$ cat config.mk
export PLATFORM = sky130hd
export DESIGN_NAME = uart_tx
export DESIGN_NICKNAME = d
export VERILOG_FILES = /design/src/rtl/uart_pkg.sv /design/src/rtl/baud_counter.sv /design/src/rtl/uart_tx.sv
export SDC_FILE = /design/constraint.sdc
export NUM_CORES = 1
export LEC_CHECK = 0
export BUFFER_PORTS_ARGS = -buffer_cell sky130_fd_sc_hd__buf_2
export CORE_MARGIN = 2
export CORE_UTILIZATION = 50
export CTS_CLUSTER_DIAMETER = 100
export DETAILED_ROUTE_END_ITERATION = 8
export PLACE_DENSITY = 0.69
export SYNTH_ARGS = -nofsm -noshare
export SYNTH_HDL_FRONTEND = slang
export SYNTH_SLANG_ARGS = --single-unit
$ cat constraint.sdc
create_clock -name clk -period 2.5 [get_ports clk]
set_clock_uncertainty 0.05 [all_clocks]
set_input_delay 0.25 -clock clk [delete_from_list [all_inputs] [get_ports clk]]
set_output_delay 0.25 -clock clk [all_outputs]
set_load 0.03 [all_outputs]
$ cat src/rtl/uart_pkg.sv
// Shared UART definitions: frame state encoding and bit-period helper,
// common to the transmit path and the future instruction-load receiver.
package uart_pkg;

    typedef enum logic [1:0] {
        IDLE  = 2'd0,
        START = 2'd1,
        DATA  = 2'd2,
        STOP  = 2'd3
    } uart_state_t;

    // Integer-truncated clock cycles per serial bit.
    function automatic int unsigned clks_per_bit(input int unsigned freq,
                                                 input int unsigned baud);
        return freq / baud;
    endfunction

endpackage

$ cat src/rtl/baud_counter.sv
// Bit-period timer: counts 0..CLKS_PER_BIT-1, flags the terminal count and
// the cycle just before it so the caller can register end-of-bit strobes.
module baud_counter #(
    parameter int unsigned CLKS_PER_BIT = 434
) (
    input  logic clk,
    input  logic rst,
    input  logic clear,
    output logic tick,
    output logic near_tick
);

    localparam int unsigned CNT_W = $clog2(CLKS_PER_BIT);

    logic [CNT_W-1:0] count;

    always_ff @(posedge clk or negedge rst) begin
        if (!rst) begin
            count <= '0;
        end else if (clear || tick) begin
            count <= '0;
        end else begin
            count <= count + CNT_W'(1);
        end
    end

    assign tick      = (count == CNT_W'(CLKS_PER_BIT - 1));
    assign near_tick = (count == CNT_W'(CLKS_PER_BIT - 2));

endmodule

$ cat src/rtl/uart_tx.sv
// 8N1 UART transmitter (1 or 2 stop bits) draining the byte-dump stream;
// Tx_busy gives the producer flow control, all outputs come from flops.
module uart_tx
    import uart_pkg::*;
#(
    parameter int unsigned CLK_FREQ     = 50_000_000,
    parameter int unsigned BAUD         = 115200,
    parameter int unsigned CLKS_PER_BIT = clks_per_bit(CLK_FREQ, BAUD),
    parameter int unsigned STOP_BITS    = 1
) (
    input  logic       clk,
    input  logic       rst,
    input  logic [7:0] din,
    input  logic       Ready_Byte,
    output logic       Tx_busy,
    output logic       tx,
    output logic       tx_done
);

    localparam int unsigned DATA_W = 8;
    localparam int unsigned IDX_W  = 3;
    localparam logic        STOP_LAST = 1'(STOP_BITS - 1);

    uart_state_t         state_q, state_d;
    logic [DATA_W-1:0]   shift_q, shift_d;
    logic [IDX_W-1:0]    idx_q, idx_d;
    logic                stop_q, stop_d;
    logic                tx_q, tx_d;
    logic                busy_q, busy_d;
    logic                done_q, done_d;
    logic                tick, near_tick, baud_clear;

    // Bit timer is held at zero while idle so the start bit gets a full period.
    assign baud_clear = (state_q == IDLE);

    baud_counter #(
        .CLKS_PER_BIT(CLKS_PER_BIT)
    ) u_baud (
        .clk      (clk),
        .rst      (rst),
        .clear    (baud_clear),
        .tick     (tick),
        .near_tick(near_tick)
    );

    always_ff @(posedge clk or negedge rst) begin
        if (!rst) begin
            state_q <= IDLE;
            shift_q <= '0;
            idx_q   <= '0;
            stop_q  <= 1'b0;
            tx_q    <= 1'b1;
            busy_q  <= 1'b0;
            done_q  <= 1'b0;
        end else begin
            state_q <= state_d;
            shift_q <= shift_d;
            idx_q   <= idx_d;
            stop_q  <= stop_d;
            tx_q    <= tx_d;
            busy_q  <= busy_d;
            done_q  <= done_d;
        end
    end

    always_comb begin
        state_d = state_q;
        shift_d = shift_q;
        idx_d   = idx_q;
        stop_d  = stop_q;
        busy_d  = busy_q;
        done_d  = 1'b0;
        tx_d    = 1'b1;

        case (state_q)
            IDLE: begin
                if (Ready_Byte && !busy_q) begin
                    state_d = START;
                    shift_d = din;
                    idx_d   = '0;
                    stop_d  = 1'b0;
                    busy_d  = 1'b1;
                end
            end
            START: begin
                if (tick) state_d = DATA;
            end
            DATA: begin
                if (tick) begin
                    shift_d = {1'b0, shift_q[DATA_W-1:1]};
                    if (idx_q == IDX_W'(DATA_W - 1)) begin
                        state_d = STOP;
                        stop_d  = 1'b0;
                    end else begin
                        idx_d = idx_q + IDX_W'(1);
                    end
                end
            end
            STOP: begin
                // Registered one cycle early so the pulse lands on the final stop cycle.
                if (stop_q == STOP_LAST && near_tick) done_d = 1'b1;
                if (tick) begin
                    if (stop_q == STOP_LAST) begin
                        state_d = IDLE;
                        busy_d  = 1'b0;
                    end else begin
                        stop_d = stop_q + 1'b1;
                    end
                end
            end
            default: state_d = IDLE;
        endcase

        case (state_d)
            START:   tx_d = 1'b0;
            DATA:    tx_d = shift_d[0];
            default: tx_d = 1'b1;
        endcase
    end

    assign tx      = tx_q;
    assign Tx_busy = busy_q;
    assign tx_done = done_q;

endmodule

After elaboration in Yosys (flattened, before gate mapping)
Index checks and enable logic that the tools add are counted.

word-level totals
  register bits = 26
  bits in latches = 0
  memory bits (writable) = 0
  bits in read-only memories = 0
  input port bits = 11
  output and inout bits = 3
  logic and storage cells = 67
  memories kept = 0

cells by class
  add/subtract/negate cells = 3
  $mul = 0
  div/mod/pow operators = 0
  order comparisons = 0
  eq/ne operators = 14
  shifts and indexed selects = 0
  muxes and demuxes = 28
  bitwise gates (word level) = 1
  reduce and logical (&&, ||, !) cells = 12

operators by type and width
  operator                                               number
  equality test 9 bit, second input constant             2
  2-to-1 mux 8 bit                                       2
  case mux 8 bit (2 select lines)                        1
  2-to-1 mux 2 bit                                       6
  2-to-1 mux 1 bit                                       10
  adder 9 x 1 -> 9 bit, second input constant            1
  2-to-1 mux 3 bit                                       3
  2-to-1 mux 9 bit                                       1
  inequality test 2 bit, second input constant           4
  case mux 2 bit (4 select lines)                        1
  AND reduction 4 bit                                    2
  equality test 2 bit, second input constant             3
  case mux 3 bit (2 select lines)                        1
  AND reduction 5 bit                                    1
  equality test 2 x 1 -> 1 bit, second input constant    2
  inequality test 2 x 1 -> 1 bit, second input constant  2
  case mux 1 bit (2 select lines)                        2
  nonzero test 2 bit                                     2
  adder 3 x 1 -> 3 bit, second input constant            1
  equality test 3 bit, second input constant             1
  case mux 1 bit (3 select lines)                        1
  AND reduction 3 bit                                    1
  nonzero test 3 bit                                     1
  logical AND 1 bit                                      2
  other kinds (5)                                        5

Logic depth before layout (Yosys ltp)
Gate-level depths: netlist of the first run.

  depth after elaboration = 6
  depth in mapped cells = 10
  gate-level depth less buffers = 7

By module
Synthesis of the first run repeated with hierarchy kept, for this count alone.

second synthesis, totals
  cells, all modules = 142
  area total of the unflattened synthesis = 1415.1 um^2

modules (own cells, without submodules)
  module        instances  cells an instance  area each (um^2)  seq. area each (um^2)
  uart_tx       1          93                 939.7             401.6
  baud_counter  1          49                 475.5             225.2

Worst setup path after synthesis of the first run
No wires, ideal clock.

  path type = reg2reg
  start point = reg u_baud.count[1]
  end point = reg idx_q[0]
  setup time = 0.083 ns
  data arrival time = 1.723 ns
  path slack = 0.645 ns
  stages on the path, launching flop included = 10
  clock period less this slack = 1.855 ns
  cell sequence = dfrtp_1 -> inv_1 -> ha_1 -> and4bb_1 -> and3_1 -> buf_6 -> o21ai_2 -> buf_6 -> or4_1 -> o21ai_0

on the way
  cells in the longest elaborated chain, start to end = 3

ends and longest elaborated chain
  what                                      RTL line            text
  start, declared                           baud_counter.sv:15  logic [CNT_W-1:0] count;
  start signal, assigned                    baud_counter.sv:23  count <= count + CNT_W'(1);
  equality test 9 bit                       baud_counter.sv:27  assign tick = (count == CNT_W'(CLKS_PER_BIT - 1));
  inequality test 2 x 1 -> 1 bit (no line)  --
  AND reduction 4 bit (no line)             --
  end signal, assigned                      uart_tx.sv:58       idx_q <= idx_d;
  end, declared                             uart_tx.sv:26       logic [IDX_W-1:0] idx_q, idx_d;

No other way between the ends.
A chain may end at the register's enable or synchronous reset.

Worst setup path after layout of the first run
  start point = reg state_q[0]
  end point = reg idx_q[1]

on the way
  cells in the longest elaborated chain, start to end = 3
  elaborated cells on any way between the ends = 8
  classes of those cells = eq/ne (4); mux (1); reduce/logical (3)

ends and longest elaborated chain
  what                                                           RTL line       text
  start, declared                                                uart_tx.sv:24  uart_state_t state_q, state_d;
  start signal, assigned                                         uart_tx.sv:56  state_q <= state_d;
  equality test 2 bit / zero test 2 bit (equally long branches)  uart_tx.sv:75  case (state_q)
  inequality test 2 bit (no line), or another cell as far along  --
  AND reduction 4 bit (no line)                                  --

Several ways; a longest one is shown, not always the timed one.

==> impl_summary.log, run 1 <==
INFO  metric placement.setup.worst_slack = 0.409 ns
INFO  metric clkPwrFrac = 29.4%
INFO  metric pwr-share-seq = 67.8%
INFO  metric crit_path_end_kind = flop
INFO  metric area_growth = 8.65%
INFO  metric critical_path.max_fanout = 12
INFO  metric cts_tree = yes
INFO  metric synth-async-reset-ratio = 100%
INFO  metric gpl.final_weighted_congestion = 0.792
INFO  metric num_antenna_cells = 0
INFO  metric slew_of_the_pin_with_the_lowest_slew_margin = 0.532 ns
INFO  metric yosys_register_bits = 25
INFO  metric power.share.switching = 21.0%
INFO  metric crit_required = 2.71 ns
INFO  metric coreArea = 2520 um^2
INFO  metric cellPowerDensity = 408 nW/um^2
INFO  metric synth_cell_area = 1350 um^2
INFO  metric power.static_leakage = 0.643 nW
INFO  metric crit_type = reg -> reg
INFO  metric drc_errors = 0
INFO  metric maxSlewHeadroom = 64.5%
INFO  metric clk_path_buf_depth = 2
INFO  metric grt_max_degree = 26
INFO  metric status = finished, final reports clean
INFO  metric ys.warnings.count = 0
INFO  metric cp.buffers_inverters = 1
INFO  metric crit_path_cell_trace = inv_1 > ha_1 > and3_1 > o21ai_2 > or4_1 > nand3_1
INFO  metric worst_setup_path_start_kind = flop
INFO  metric avgViaCountPerCell = 5.55
INFO  metric drtPass1Iterations = 4
INFO  metric worst_path_max_delay_cell = sky130_fd_sc_hd__dfrtp_1
INFO  metric syn-mean-instance-area = 9.82 um^2
INFO  metric worst_ep_arrival_time = 2.31 ns
INFO  metric drt-wirelength-per-cell = 13.7 um
INFO  metric rsz0062_at_grt = false
INFO  metric port_buffers = 13
INFO  metric top_level_ports = 14
INFO  metric root_buffer = sky130_fd_sc_hd__clkbuf_4
INFO  metric clk_pin_slew_worst_paths = 0.13 ns
INFO  metric final.min_clock_period = 2.11 ns
INFO  metric die_x = 55.9 um
INFO  metric initial_utilization = 53.3%
INFO  metric timing.critical_path.depth = 6
INFO  metric yosys.cell_types.count = 34
INFO  metric via_count = 1011
INFO  metric dp_hpwl = 1880 um
INFO  metric max_cap_violations = 0
INFO  metric ant_nets = 0
INFO  metric die_h = 55.9 um
INFO  metric seq_area_frac_synth = 46.6%
INFO  metric setup_violations = 0
INFO  metric nNetsFinal = 174
INFO  metric internal_power = 0.471 mW
INFO  metric grt_overflow = 0
INFO  metric yosys_most_used_dff = sky130_fd_sc_hd__dfrtp_1
INFO  metric grt_pass1_vias = 1067
INFO  metric hold_path.class = in -> reg
INFO  metric grt_use_total = 18.6%
INFO  metric cts-buffers-inserted = 3
INFO  metric grt_first_pass_wirelength = 4640 um
INFO  metric postSynthCellCount = 137
INFO  metric minimum_setup_slack_among_reg_to_reg_paths = 0.39 ns
INFO  metric layout.filler_cells = 239
INFO  metric fin_setup_tns = 0 ns
INFO  metric count_of_clock_tree_sinks = 25
INFO  metric initialDrtViolationCount = 27
INFO  metric antenna_found_initial = 0
INFO  metric worst_setup_path_endpoint = idx_q[1]
INFO  metric worst_path_dominant_cell_family = simple AND/OR/NAND/NOR gates
INFO  metric cp-startpoint = state_q[0]
INFO  metric synth_enable_flop_cells = 0
INFO  metric post_route_cells_drive_above_1_share = 13.2%
INFO  metric cts_resized = 0
INFO  metric final-hold-violation-count = 0
INFO  metric synthesis.nets = 158
INFO  metric reg2reg_depth = 6
INFO  metric design.die.area = 3120 um^2
INFO  metric combinationalPowerShare = 2.8%
INFO  metric cts_max_level = 1
INFO  metric timing_max_transition_violations_final = 0
INFO  metric drt_wl_total = 2500 um
INFO  metric critical_path.reg2reg.startpoint = state_q[0]
INFO  metric worst_ir_drop_vdd = 322 uV
INFO  metric timing.rr.end = idx_q[1]
INFO  metric rows = 18
INFO  metric final.setup.worst_slack = 0.391 ns
INFO  metric fmax = 474 MHz
INFO  metric net-switching-power = 0.125 mW
INFO  metric clk_latency = 0.31 ns
INFO  metric worst_path_largest_cell_delay = 0.44 ns
INFO  metric final.period_utilization = 84.3%
## cells in the mapped netlist, drive strengths merged (3+ instances only)
cell,n,area (um^2)
a22oi,6,45.0
and3,3,18.8
buf,3,27.5
dfrtp,24,601
ha,10,125
inv,12,45.0
nand2,15,56.3
nand3,5,25.0
nor2,13,48.8
o21ai,10,53.8
o31ai,3,22.5
or4,3,22.5
xnor2,5,43.8
## worst min-delay path by stage
stage               startpoint          to  cells past startpoint
floorplan                  rst     Tx_busy                      0
global placement           rst     tx_done                      1
detailed placement         rst     tx_done                      1
CTS                     din[0]  shift_q[0]                      3
global route            din[0]  shift_q[0]                      3
finish                  din[0]  shift_q[0]                      3
## cell families (layout without fill, tap and decap cells)
| family | Yosys count | after routing | share of synthesized area [%] |
|---|---|---|---|
| adders and majority gates | 10 | 10 | 9.30 |
| DFF | 25 | 25 | 46.6 |
| xor gates and xnor gates | 7 | 7 | 4.56 |
| and+or+nand+nor | 51 | 51 | 19.4 |
| muxes | 1 | 1 | 0.744 |
| AOI/OAI and AO/OA | 27 | 27 | 13.7 |
| buffers and inverters | 16 | 31 | 5.67 |
## worst min-delay path: stages
cell                       delay [ns]
sky130_fd_sc_hd__buf_2           0.08
sky130_fd_sc_hd__a32oi_1         0.06
sky130_fd_sc_hd__nand2b_1        0.07
## metrics by stage
step           power, mW  util [%]  instance area, um^2  std cells  hold slack, ns
2_1_floorplan      0.413         -                 1350        137         -0.0956
3_3_place_gp       0.428      56.4                 1420        177           0.216
3_5_place_dp       0.428      56.4                 1420        177           0.221
4_1_cts            0.605      57.9                 1460        182           0.121
5_1_grt            0.621      57.9                 1460        182           0.147
6_report           0.596      57.9                 1460        182           0.124
## per-layer routing
metal / part of all wire (%) / global-route usage (%)
met1: 49 / 24.2
met2: 46 / 29.9
met3: 3.0 / 3.02
met4: 2.1 / 9.52
met5: 0 / 0
## flip-flops by register name, indices dropped and copies added (netlist names)
name	cells
Tx_busy	1
state_q	2
shift_q	8
u_baud.count	9
tx	1
idx_q	3
tx_done	1
## area by class of cell
cell class                      instances  area, um^2  share of cell area [%]
Multi-Input combinational cell         96         642                    43.9
Sequential cell                        25         627                    42.9
Timing Repair Buffer                   15        82.6                    5.65
Inverter                               12        45.0                    3.08
Tap cell                               30        37.5                    2.57
Clock buffer                            3        22.5                    1.54
Clock inverter                          1        5.00                   0.342
## power by group through the flow
stage | combinational (mW) | sequential, mW | clock [mW]
after global routing | 0.0193 | 0.405 | 0.197
after CTS | 0.0174 | 0.404 | 0.183
final | 0.0164 | 0.404 | 0.175
after global placement | 0.0159 | 0.412 | 0
after floorplan | 0.000334 | 0.412 | 0
after detailed placement | 0.0162 | 0.412 | 0
## layout by cell type, fill, tap and decap left out, types with 2 or more instances in the layout
cell type                  synthesis  routed
sky130_fd_sc_hd__or4_1             3       3
sky130_fd_sc_hd__a22oi_1           6       6
sky130_fd_sc_hd__inv_1            12      12
sky130_fd_sc_hd__xnor2_1           5       5
sky130_fd_sc_hd__o31ai_1           3       3
sky130_fd_sc_hd__clkbuf_4          0       3
sky130_fd_sc_hd__nor2_1           13      13
sky130_fd_sc_hd__o21ai_0           9       9
sky130_fd_sc_hd__a32oi_1           2       2
sky130_fd_sc_hd__dfrtp_1          24      24
sky130_fd_sc_hd__buf_2             1      13
sky130_fd_sc_hd__nor3b_1           2       2
sky130_fd_sc_hd__xor2_1            2       2
sky130_fd_sc_hd__nand2_1          15      15
sky130_fd_sc_hd__nor3_1            2       2
sky130_fd_sc_hd__ha_1             10      10
sky130_fd_sc_hd__a21oi_1           2       2
sky130_fd_sc_hd__and3_1            3       3
sky130_fd_sc_hd__nand2b_1          2       2
sky130_fd_sc_hd__nand3_1           5       5
## timing repair
action                                 in CTS  in global routing
hold buffers                                1                  0
setup buffers                               0                  0
endpoints found under the hold margin      24                  0
setup endpoints to repair                   0                  0
Power figures use the tool's default switching activity.
==> inputs of run 2 (changes only) <==
--- a/config.mk
+++ b/config.mk
@@ -5,12 +5,13 @@
 export SDC_FILE = /design/constraint.sdc
 export NUM_CORES = 1
 export LEC_CHECK = 0
+export ABC_AREA = 1
 export BUFFER_PORTS_ARGS = -buffer_cell sky130_fd_sc_hd__buf_2
 export CORE_MARGIN = 2
 export CORE_UTILIZATION = 50
 export CTS_CLUSTER_DIAMETER = 100
 export DETAILED_ROUTE_END_ITERATION = 8
-export PLACE_DENSITY = 0.69
+export PLACE_DENSITY = 0.72
 export SYNTH_ARGS = -nofsm -noshare
 export SYNTH_HDL_FRONTEND = slang
 export SYNTH_SLANG_ARGS = --single-unit
==> constraint.sdc (replaced) <==
create_clock -name clk -period 1.87 [get_ports clk]
set_clock_uncertainty 0.05 [all_clocks]
set_input_delay 0.187 -clock clk [delete_from_list [all_inputs] [get_ports clk]]
set_output_delay 0.187 -clock clk [all_outputs]
set_load 0.03 [all_outputs]
==> impl_summary.log, run 2 <==
INFO  metric crit_path_cell_trace = inv_1 > ha_1 > inv_2 > nor2_4 > nor2_1 > nand2_2 > buf_4 > a21oi_1 > a21oi_1 (was inv_1 > ha_1 > and3_1 > o21ai_2 > or4_1 > nand3_1)
INFO  metric synth-async-reset-ratio = 100% (unchanged)
INFO  metric minimum_setup_slack_among_reg_to_reg_paths = 0.16 ns (was 0.39 ns)
INFO  metric via_count = 1101 (was 1011)
INFO  metric cts_tree = yes (unchanged)
INFO  metric syn-mean-instance-area = 8.37 um^2 (was 9.82 um^2)
INFO  metric final.min_clock_period = 1.71 ns (was 2.11 ns)
INFO  metric maxSlewHeadroom = 62.9% (was 64.5%)
INFO  metric netlist_top_cells_count = sky130_fd_sc_hd__nand2_1, sky130_fd_sc_hd__dfrtp_1, sky130_fd_sc_hd__nor2_1 (was sky130_fd_sc_hd__dfrtp_1, sky130_fd_sc_hd__nand2_1, sky130_fd_sc_hd__nor2_1)
INFO  metric design_power_total = 0.808 mW (was 0.596 mW)
INFO  metric clk_latency = 0.32 ns (was 0.31 ns)
INFO  metric synth.top_cells.by_area = sky130_fd_sc_hd__dfrtp_1, sky130_fd_sc_hd__nand2_1, sky130_fd_sc_hd__ha_1 (was sky130_fd_sc_hd__dfrtp_1, sky130_fd_sc_hd__ha_1, sky130_fd_sc_hd__nand2_1)
INFO  metric slew_of_the_pin_with_the_lowest_slew_margin = 0.556 ns (was 0.532 ns)
INFO  metric coreArea = 2520 um^2 (unchanged)
INFO  metric synth.largest_area_cell = sky130_fd_sc_hd__dfrtp_1 (unchanged)
INFO  metric die_h = 56.3 um (was 55.9 um)
INFO  metric yosys.cell_types.count = 26 (was 34)
INFO  metric rows = 18 (unchanged)
INFO  metric power.static_leakage = 0.836 nW (was 0.643 nW)
INFO  metric clk_pin_slew_worst_paths = 0.14 ns (was 0.13 ns)
INFO  metric worst_path_largest_cell_delay = 0.45 ns (was 0.44 ns)
INFO  metric flip_flop_count_of_the_largest_register_after_layout = 9 (unchanged)
INFO  metric hold_end = shift_q[7] (was shift_q[0])
INFO  metric drt_wl_total = 2550 um (was 2500 um)
INFO  metric cts-buffers-inserted = 3 (unchanged)
INFO  metric yosys_most_used_dff = sky130_fd_sc_hd__dfrtp_1 (unchanged)
INFO  metric die_x = 56.3 um (was 55.9 um)
INFO  metric worst_path_max_delay_cell = sky130_fd_sc_hd__dfrtp_1 (unchanged)
INFO  metric status = finished, final reports clean (unchanged)
INFO  metric post_route_cells_drive_above_1_share = 19.0% (was 13.2%)
INFO  metric crit_path_end_kind = flop (unchanged)
INFO  metric yosys_register_bits = 25 (unchanged)
INFO  metric worst_setup_path_start_kind = flop (unchanged)
INFO  metric crit_required = 2.04 ns (was 2.71 ns)
INFO  metric layout.filler_cells = 225 (was 239)
INFO  metric critical_path.max_fanout = 6 (was 12)
INFO  metric hold_path.startpoint = din[7] (was din[0])
INFO  metric grt_first_pass_wirelength = 4310 um (was 4640 um)
INFO  metric count_of_clock_tree_sinks = 25 (unchanged)
INFO  metric setup_violations = 0 (unchanged)
INFO  metric critical_path.reg2reg.startpoint = state_q[1] (was state_q[0])
INFO  metric synth.top_cell.area_share = 44.0% (was 44.7%)
INFO  metric crit_type = reg -> reg (unchanged)
INFO  metric initialDrtViolationCount = 26 (was 27)
INFO  metric drt-wirelength-per-cell = 11.9 um (was 13.7 um)
INFO  metric synth_enable_flop_cells = 0 (unchanged)
INFO  metric layout_common_cells = sky130_fd_sc_hd__nand2_1, sky130_fd_sc_hd__dfrtp_1, sky130_fd_sc_hd__nor2_1, sky130_fd_sc_hd__inv_1 (was sky130_fd_sc_hd__dfrtp_1, sky130_fd_sc_hd__nand2_1, sky130_fd_sc_hd__nor2_1, sky130_fd_sc_hd__buf_2, sky130_fd_sc_hd__inv_1)
INFO  metric final.period_utilization = 91.7% (was 84.3%)
INFO  metric hold_path.class = in -> reg (unchanged)
INFO  metric seq_area_frac_synth = 45.9% (was 46.6%)
INFO  metric ys.warnings.count = 0 (unchanged)
INFO  metric rsz0062_at_grt = false (unchanged)
INFO  metric dp_hpwl = 1920 um (was 1880 um)
INFO  metric root_buffer = sky130_fd_sc_hd__clkbuf_4 (unchanged)
INFO  metric avgViaCountPerCell = 5.14 (was 5.55)
INFO  metric reg.largest.list = u_baud.count (9), shift_q (8), idx_q (3) (unchanged)
INFO  metric max_cap_violations = 0 (unchanged)
INFO  metric port_buffers = 13 (unchanged)
INFO  metric grt_max_degree = 26 (unchanged)
INFO  metric placement.cell_area = 1460 um^2 (was 1420 um^2)
INFO  metric worst_hold_path.num_cells = 3 (unchanged)
INFO  metric drc_errors = 0 (unchanged)
INFO  metric yosysMostFrequentCell = sky130_fd_sc_hd__nand2_1 (was sky130_fd_sc_hd__dfrtp_1)
INFO  metric final-hold-violation-count = 0 (unchanged)
INFO  metric grt_pass1_vias = 1007 (was 1067)
INFO  metric commonest_non_fill_non_tap_cell_in_the_layout = sky130_fd_sc_hd__nand2_1 (was sky130_fd_sc_hd__dfrtp_1)
INFO  metric crit_top_cell = sky130_fd_sc_hd__a21oi_1
INFO  metric cellPowerDensity = 529 nW/um^2 (was 408 nW/um^2)
INFO  metric design.die.area = 3160 um^2 (was 3120 um^2)
INFO  metric gpl.final_weighted_congestion = 0.934 (was 0.792)
INFO  metric ant_nets = 0 (unchanged)
INFO  metric cp.buffers_inverters = 3 (was 1)
INFO  metric area_growth = 11.9% (was 8.65%)
INFO  metric reg2reg_depth = 9 (was 6)
INFO  metric synth_cell_area = 1370 um^2 (was 1350 um^2)
INFO  metric grt_overflow = 0 (unchanged)
INFO  metric fin_setup_tns = 0 ns (unchanged)
INFO  metric initial_utilization = 54.1% (was 53.3%)
INFO  metric worst_ir_drop_vdd = 326 uV (was 322 uV)
INFO  metric num_antenna_cells = 0 (unchanged)
INFO  metric timing_max_transition_violations_final = 0 (unchanged)
INFO  metric nNetsFinal = 206 (was 174)
INFO  metric synthesis.nets = 184 (was 158)
INFO  metric top_level_ports = 14 (unchanged)
INFO  metric clk_path_buf_depth = 2 (unchanged)
INFO  metric postSynthCellCount = 163 (was 137)
INFO  metric drtPass1Iterations = 6 (was 4)
INFO  metric grt_use_total = 16.9% (was 18.6%)
INFO  metric antenna_found_initial = 0 (unchanged)
INFO  metric worst_ep_arrival_time = 1.88 ns (was 2.31 ns)
INFO  metric fmax = 583 MHz (was 474 MHz)
INFO  metric timing.rr.end = shift_q[2] (was idx_q[1])
INFO  metric worst_path_dominant_cell_family = flip-flops (was simple AND/OR/NAND/NOR gates)
INFO  metric cts_max_level = 1 (unchanged)
INFO  metric registers.top_by_ff_count = u_baud.count (unchanged)
INFO  metric post-route-cell-area = 1530 um^2 (was 1460 um^2)
==> run 2: how the worst max path moves through the flow <==
stage	slack (ns)	cells after the start	startpoint	to
floorplan	0.35	11	state_q[1]	tx
global placement	0.15	10	state_q[1]	idx_q[0]
detailed placement	0.06	10	state_q[0]	idx_q[2]
CTS	0.02	10	state_q[1]	idx_q[2]
global route	0.006	9	state_q[1]	shift_q[2]
finish	0.16	9	state_q[1]	shift_q[2]
==> run 2: metrics by stage <==
step	hold WS [ns]	setup WS [ns]	cells	utilization, %
after detailed placement	0.163	0.0612	206	58.0
after global placement	0.154	0.152	206	58.0
after CTS	0.0584	0.0198	211	59.5
after global routing	0.0503	0.00647	214	60.6
final	0.0597	0.155	214	60.6
after floorplan	-0.159	0.346	163	-
==> run 2: cell type report <==
| cell class | count | area [um^2] | share of cell area, % |
|---|---|---|---|
| Sequential cell | 25 | 627 | 41.0 |
| Inverter | 20 | 75.1 | 4.91 |
| Tap cell | 30 | 37.5 | 2.46 |
| Timing Repair Buffer | 18 | 105 | 6.88 |
| Clock buffer | 4 | 26.3 | 1.72 |
| Multi-Input combinational cell | 117 | 657 | 43.0 |
==> run 2: what timing repair did <==
action,CTS,global route
hold endpoints to repair,24,0
resized for setup,0,1
endpoints found under the setup margin,0,9
hold buffers,1,0
buffers inserted,0,3
==> run 2: cells by family after synthesis <==
logic type	after synthesis	synth area share, %
AOI/OAI and AO/OA	21	8.34
DFF	25	45.9
xor gates and xnor gates	1	0.642
buffers and inverters	21	6.32
and+or+nand+nor	85	29.6
adders and majority gates	10	9.17
==> run 2: layer usage <==
| layer | wire, um | share of wire (%) | global-route usage (%) |
|---|---|---|---|
| met4 | 29 | 1.1 | 5.10 |
| met5 | 0 | 0 | 0 |
| met2 | 1170 | 46 | 26.9 |
| met3 | 98 | 3.9 | 2.07 |
| met1 | 1240 | 49 | 24.1 |
==> run 2: worst min-delay path, stage by stage <==
cell	delay, ns
sky130_fd_sc_hd__buf_2	0.10
sky130_fd_sc_hd__nand2_1	0.05
sky130_fd_sc_hd__o21ai_0	0.07
==> run 2: power breakdown <==
| group | switching (mW) | internal (mW) | total [mW] |
|---|---|---|---|
| Clock | 0.162 | 0.0834 | 0.245 |
| Combinational | 0.0134 | 0.00889 | 0.0223 |
| Sequential | 0 | 0.541 | 0.541 |
| Total | 0.175 | 0.633 | 0.808 |
